[src/rtl/pattern_arb.sv]
// Round-robin arbiter that serializes a 4-bit pattern frame per grant.
// Optional define PATTERN_ARB_FRAME_CNT_EN adds an 8-bit frame counter output.
module pattern_arb #(
    parameter int unsigned IDLE_GAP = 1
) (
    input  logic       clk,
    input  logic       rst,
    input  logic [3:0] req,
    input  logic [1:0] sel0,
    input  logic [1:0] sel1,
    input  logic [1:0] sel2,
    input  logic [1:0] sel3,
    output logic [3:0] ack,
    output logic [1:0] gnt_id,
    output logic       ser_out,
    output logic       ser_valid,
`ifdef PATTERN_ARB_FRAME_CNT_EN
    output logic [7:0] frame_cnt,
`endif
    output logic       busy
);

    typedef enum logic [2:0] {
        IDLE,
        F0,
        F1,
        F2,
        F3,
        GAP
    } state_t;

    state_t     state;
    logic [1:0] ptr;
    logic [3:0] gap_cnt;
    logic [1:0] sel_q;
    logic [1:0] win;
    logic [1:0] idx;
    logic       found;
    logic [1:0] win_sel;

    // Upward search from ptr, wrapping 3->0; first set bit wins.
    always_comb begin
        win   = ptr;
        idx   = ptr;
        found = 1'b0;
        for (int i = 0; i < 4; i++) begin
            idx = ptr + 2'(i);
            if (!found && req[idx]) begin
                win   = idx;
                found = 1'b1;
            end
        end
    end

    always_comb begin
        win_sel = sel0;
        unique case (win)
            2'd0: win_sel = sel0;
            2'd1: win_sel = sel1;
            2'd2: win_sel = sel2;
            2'd3: win_sel = sel3;
        endcase
    end

    // Outputs are registered alongside the next state so they track it exactly.
    always_ff @(posedge clk or negedge rst) begin
        if (!rst) begin
            state     <= IDLE;
            ptr       <= 2'd0;
            gap_cnt   <= 4'd0;
            sel_q     <= 2'd0;
            gnt_id    <= 2'd0;
            ack       <= 4'd0;
            ser_out   <= 1'b1;
            ser_valid <= 1'b0;
            busy      <= 1'b0;
`ifdef PATTERN_ARB_FRAME_CNT_EN
            frame_cnt <= 8'd0;
`endif
        end else begin
            unique case (state)
                IDLE: begin
                    if (found) begin
                        state     <= F0;
                        gnt_id    <= win;
                        sel_q     <= win_sel;
                        ptr       <= win + 2'd1;
                        ack       <= 4'b0001 << win;
                        ser_out   <= 1'b1;
                        ser_valid <= 1'b1;
                        busy      <= 1'b1;
                    end
                end
                F0: begin
                    state     <= F1;
                    ack       <= 4'd0;
                    ser_out   <= 1'b1;
                    ser_valid <= 1'b1;
                end
                F1: begin
                    state   <= F2;
                    ser_out <= sel_q[1];
                end
                F2: begin
                    state   <= F3;
                    ser_out <= sel_q[0];
`ifdef PATTERN_ARB_FRAME_CNT_EN
                    frame_cnt <= frame_cnt + 8'd1;
`endif
                end
                F3: begin
                    state     <= GAP;
                    gap_cnt   <= 4'd1;
                    ser_out   <= 1'b1;
                    ser_valid <= 1'b0;
                end
                GAP: begin
                    if (gap_cnt == 4'(IDLE_GAP)) begin
                        state   <= IDLE;
                        gap_cnt <= 4'd0;
                        busy    <= 1'b0;
                    end else begin
                        gap_cnt <= gap_cnt + 4'd1;
                    end
                end
                default: begin
                    state <= IDLE;
                    busy  <= 1'b0;
                end
            endcase
        end
    end

endmodule

[config.mk]
export PLATFORM = sky130hd
export DESIGN_NAME = pattern_arb
export DESIGN_NICKNAME = d
export VERILOG_FILES = /design/src/rtl/pattern_arb.sv
export SDC_FILE = /design/constraint.sdc
export NUM_CORES = 1
export LEC_CHECK = 0
export ABC_AREA = 0
export BUFFER_PORTS_ARGS = -buffer_cell sky130_fd_sc_hd__buf_4
export CORE_MARGIN = 2
export CORE_UTILIZATION = 55
export DETAILED_ROUTE_END_ITERATION = 10
export PLACE_DENSITY = 0.8
export SLEW_MARGIN = 20
export SYNTH_ARGS = -nofsm -noshare
export SYNTH_HDL_FRONTEND = slang
export SYNTH_SLANG_ARGS = --single-unit
[constraint.sdc]
create_clock -name clk -period 3.2 [get_ports clk]
set_input_delay 0.64 -clock clk [delete_from_list [all_inputs] [get_ports clk]]
set_output_delay 0.64 -clock clk [all_outputs]
set_load 0.02 [all_outputs]
# == Word level (Yosys, flattened, before mapping) ==
# Index checks and enable logic that the tools add are counted.
# totals
ff_bits,20
input_bits,14
out_inout_bits,9
elab_cells,79
# op_classes
addsub,5
n_lt_le_gt_ge,4
eq_ne,11
shifts,1
muxes,28
n_bitwise,1
reduce_logical,20
# op_table
op,count
3-bit one-hot mux with 6 select lines,1
4-bit one-hot mux with 2 select lines,2
2-bit by 3-bit less-than comparator with 1-bit output (second input constant),4
1-bit 2-to-1 mux,10
2-bit AND reduction,5
1-bit binary-select mux with 2-bit select,4
4-bit 2-to-1 mux,2
2-bit one-hot mux with 4 select lines,1
3-bit by 2-bit == test with 1-bit output (second input constant),2
3-bit == test (second input constant),2
2-bit 2-to-1 mux,3
3-bit 2-to-1 mux,2
1-bit one-hot mux with 3 select lines,2
2-bit by 1-bit adder with 2-bit output (second input constant),2
2-bit adder (second input constant),2
4-bit by 1-bit adder with 4-bit output (second input constant),1
2-bit == test (second input constant),2
4-bit by 1-bit == test with 1-bit output (second input constant),1
2-bit inequality test (second input constant),2
1-bit one-hot mux with 4 select lines,1
2-bit nonzero test,2
4-bit nonzero test,1
4-bit OR reduction,1
1-bit by 2-bit left shift with 4-bit output (first input constant),1
10 further kinds,14

# == Depth between registers and ports, before layout ==
# depth
ltp_word,15
depth_mapped,8
ltp_nobuf,8

# == Least setup slack after synthesis ==
# No wires, ideal clock.
# synth_path
kind,input to register
startpoint,in req[2]
endpoint,reg sel_q[0]
setup_ps,122
t_arrival_ps,2151
t_required_ps,3078
setup_slack_ps,927
cell_stages,8
n_path_buf,0
cell_sequence,nor2b_1 > a21o_1 > a211oi_4 > inv_1 > ha_1 > a221o_1 > a31oi_1 > o31ai_2
# synth_via
elab_chain_cells,14
elab_cells_between_ends,27
cone_classes,eq/ne: 3; mux: 16; reduce/logical: 8
# synth_lines
item,line_no,source
from (decl),8,"input logic [3:0] req,"
1-bit binary-select mux with 2-bit select,48,if (!found && req[idx]) begin
1-bit 2-to-1 mux (not written as such),48,
1-bit 2-to-1 mux,48,
1-bit zero test,48,
1-bit logical AND,48,
1-bit 2-to-1 mux,48,
1-bit zero test,48,
1-bit logical AND,48,
1-bit 2-to-1 mux,48,
1-bit zero test,48,
1-bit logical AND,48,
2-bit 2-to-1 mux *,48,
named net win[0],36,logic [1:0] win;
"2-bit == test, or another cell as far along",57,unique case (win)
2-bit one-hot mux with 4 select lines *,57,
to (signal assigned),86,sel_q <= win_sel;
to (decl),35,logic [1:0] sel_q;
# The timed path passes the listed nets; every way through them passes the cells marked *. The select of a mux whose other input is x is not followed.
# A chain may end at the register's enable or synchronous reset.

# == Final worst setup path ==
# Same ends and word-level chain as after synthesis.

==> summary.txt <==
Run status
  • Status: finished, final reports clean

Power
  • P_sw: 0.534 mW
  • Gate power share: 49.0%
  • Int Pwr: 0.692 mW
  • Sw Ratio: 43.5%
  • Lkg Pwr: just over 0.6 nW
  • Power Total: between 1 and 1.5 mW
  • Clock Power Share: a little under an eighth
  • Max IR drop VDD: 0.550 mV
  • P per Cell Area: 903 nW/µm²
  • Sequential power share: 39.2%

Clocking
  • Clk_lat worst skew: 0.29 ns
  • Hold Buf Count CTS: 0
  • Post-CTS Setup Bufs: 0
  • Htree depth: 1
  • Post_cts resized: 0
  • CTS Sinks: 20
  • Total CTS buffers: 3
  • Clock Path Buffers: 2
  • TritonCTS clock tree: yes
  • Reg clk slew, reported paths: 0.11 ns
  • Clock root cell: clkbuf_4

Job
  • Max cap viols: 0

Final layout
  • Layout area overhead: 16.7%
  • Non-Filler Instances: 167
  • Post-Layout Inst Area: 1360 µm²
  • Antenna fix cells: 0
  • Fill cells: ~150
  • Nets: 160
  • Layout cells sized above 1: 25.7%

STA
  • WHS: just over 0.2 ns
  • Setup TNS: 0 ns
  • Slew HR: 66.9%
  • Worst-margin pin slew: 0.496 ns
  • Final count of hold timing violations: 0
  • F_max: between 400 and 500 MHz
  • Fin crit share: 69.2%
  • Slew Viols, Final: 0
  • # setup viols final: 0
  • Clock skew: 0.00152 ns
  • Fin crit period: 2.22 ns
  • Unrepaired setup endpoints after global routing: no

Critical path
  • Crit-path slowest cell: a211oi_4
  • CP arrival: 2.41 ns
  • Req. time, crit path: 3.39 ns
  • Critical path's largest stage delay: 0.35 ns
  • CP Max Fanout: 6
  • Crit path kind: in -> reg
  • CP Capture Type: register
  • Critical Path Source Type: input port
  • CP cell instances: buf_4 -> nor2b_1 -> a21o_1 -> a211oi_4 -> inv_1 -> ha_1 -> a221o_1 -> a31oi_1 -> o31ai_2

Drt
  • Wire per inst: about 14 µm
  • Drc violations: 0
  • Initial drt markers: 22
  • Detail Route Antenna Nets: 0
  • DR pass1 iterations: 4
  • Vias: 931
  • Total Wirelength: 2300 µm
  • Vias per cell: 5.57

Synthesis
  • Synth cell types: 40
  • Yosys warns: 0
  • Synthesized netlist cell count: 120
  • Flops & latches, synth: 20
  • Mux share of post-synthesis cell area: 0.860%
  • Synth Area in Compound Gates: 22.3%
  • Mapped cell area: 1160 µm²
  • Post-Synth XOR/XNOR Area: less than 1%
  • Post-Synth Simple-Gate Area: 22.5%
  • Main combinational cell family by area after synthesis: simple AND/OR/NAND/NOR gates
  • Adder-cell share of the synthesized area: 5.38%
  • Syn Nets: around 140
  • Syn Area/Cell: 9.70 µm²
  • Sequential share of the synthesized area: 43.1%

Placed design
  • Port Buffers: 22
  • Placed cells: 163
  • Dpl cell area: 1320 µm²
  • Placed wire-length estimate: approximately 1700 µm
  • Routability cong.: 0.758

Global routing
  • GRT Util Overall: a little over a fifth
  • First-pass GRT wire length: approximately 4100 µm
  • Total gr overflow: 0
  • Largest net degree at the start of global routing: 21
  • Vias in the first global route: between 900 and 1000
  • Antenna violations before repair: 0

Floorplan
  • Die Wd: ~50 µm
  • Cell Rows: 16
  • Starting Density: 58.7%
  • Die Span Y: 50.0 µm
  • I/O Pins: 23
  • Die ar.: 2500 µm²
  • Core Box Area: 1980 µm²

Hold path
  • Min-delay worst type: in -> async
## registers in the layout, indices dropped and copies added, names as in the netlist
signal and count:
gap_cnt 4, gnt_id 2, busy 1, state 3, ser_valid 1, ser_out 1
ptr 2, sel_q 2, ack 4
## per-stage QoR
step	worst slack, ns	util [%]
finish	0.985	68.5
global placement	0.713	66.7
detailed placement	0.672	66.7
global route	0.905	68.5
floorplan	0.927	-
CTS	0.993	68.5
## synth_stat cells
library cell,instances,area [µm²]
dfrtp_1,19,475
nor2_1,11,41.3
nand2_1,10,37.5
o21ai_0,8,40.0
nand3_1,7,35.0
a21oi_1,5,25.0
ha_1,5,62.6
inv_1,5,18.8
nor2b_1,5,31.3
nand2b_1,4,25.0
a31oi_1,3,18.8
buf_2,3,15.0
nor3_1,3,15.0
o31ai_2,3,37.5
a221o_1,2,20.0
buf_6,2,22.5
o21ai_1,2,10.0
a211oi_1,1,7.51
a211oi_4,1,20.0
a21o_1,1,7.51
a21oi_2,1,8.76
a22o_1,1,8.76
a31o_1,1,8.76
a41oi_1,1,8.76
and2_1,1,6.26
clkbuf_1,1,3.75
dfstp_2,1,26.3
mux2i_1,1,10.0
nand2_8,1,20.0
nand3b_1,1,7.51
nor3_4,1,16.3
nor3b_1,1,7.51
o211ai_1,1,7.51
o21a_1,1,7.51
o21ai_2,1,8.76
o22ai_1,1,6.26
o31ai_1,1,7.51
or2b_1,1,7.51
or4_4,1,11.3
xnor2_1,1,8.76
## worst max-delay path, delay by kind of cell
kind	cells	cell delay, ns
AO/OA/AOI/OAI	5	1.10
buffers and inverters	2	0.28
AND/OR/NAND/NOR	1	0.14
adder cells (fa/ha/maj)	1	0.25
## power by group through the flow
stage,combinational [mW],sequential (mW),clock [mW]
floorplan,0.462,0.474,0
global placement,0.588,0.477,0
detailed placement,0.603,0.484,0
CTS,0.605,0.479,0.150
global route,0.675,0.497,0.159
finish,0.602,0.481,0.144
## cells in the final DEF, fill, tap and decap left out, types with 4 or more instances in the layout
cell type / instances
inv_1: 5
buf_4: 22
a21oi_1: 5
nand3_1: 7
dfrtp_1: 19
nor2_1: 11
nand2b_1: 4
o21ai_0: 8
nor2b_1: 5
nand2_1: 10
ha_1: 5
## worst paths after layout
| path | startpoint | endpoint | slack, ns | cells after the start |
|---|---|---|---|---|
| setup / recovery | req[2] | sel_q[0] | 0.98 | 9 |
| hold / removal | rst | ser_valid | 0.20 | 1 |
| setup reg to reg | ptr[0] | sel_q[0] | 1.09 | 8 |
| hold reg to reg | sel_q[1] | sel_q[1] | 0.50 | 2 |
| max in group asynchronous | rst | ser_out | 2.73 | 1 |
| min in group clk | sel_q[1] | sel_q[1] | 0.50 | 2 |
## cells by family after synthesis
group,count (synthesis)
AOI/OAI and AO/OA,35
adders and majority gates,5
DFF,20
buffers and inverters,11
xor gates and xnor gates,1
and+or+nand+nor,47
muxes,1
## per-layer routing
layer  up-vias  GRT usage [%]  wire length (µm)
li1        466              -                 -
met1       446           25.8              1010
met2        17           36.0              1190
met3         2           3.64                80
met4         0           7.87                12
met5         -              0                 0
## layout make-up
| cell class | count | area, µm² | share of cell area (%) |
|---|---|---|---|
| Tap cell | 27 | 33.8 | 2.49 |
| Multi-Input combinational cell | 89 | 602 | 44.3 |
| Clock buffer | 4 | 36.3 | 2.67 |
| Inverter | 5 | 18.8 | 1.38 |
| Sequential cell | 20 | 502 | 37.0 |
| Timing Repair Buffer | 22 | 165 | 12.2 |
Power figures use the tool's default switching activity.
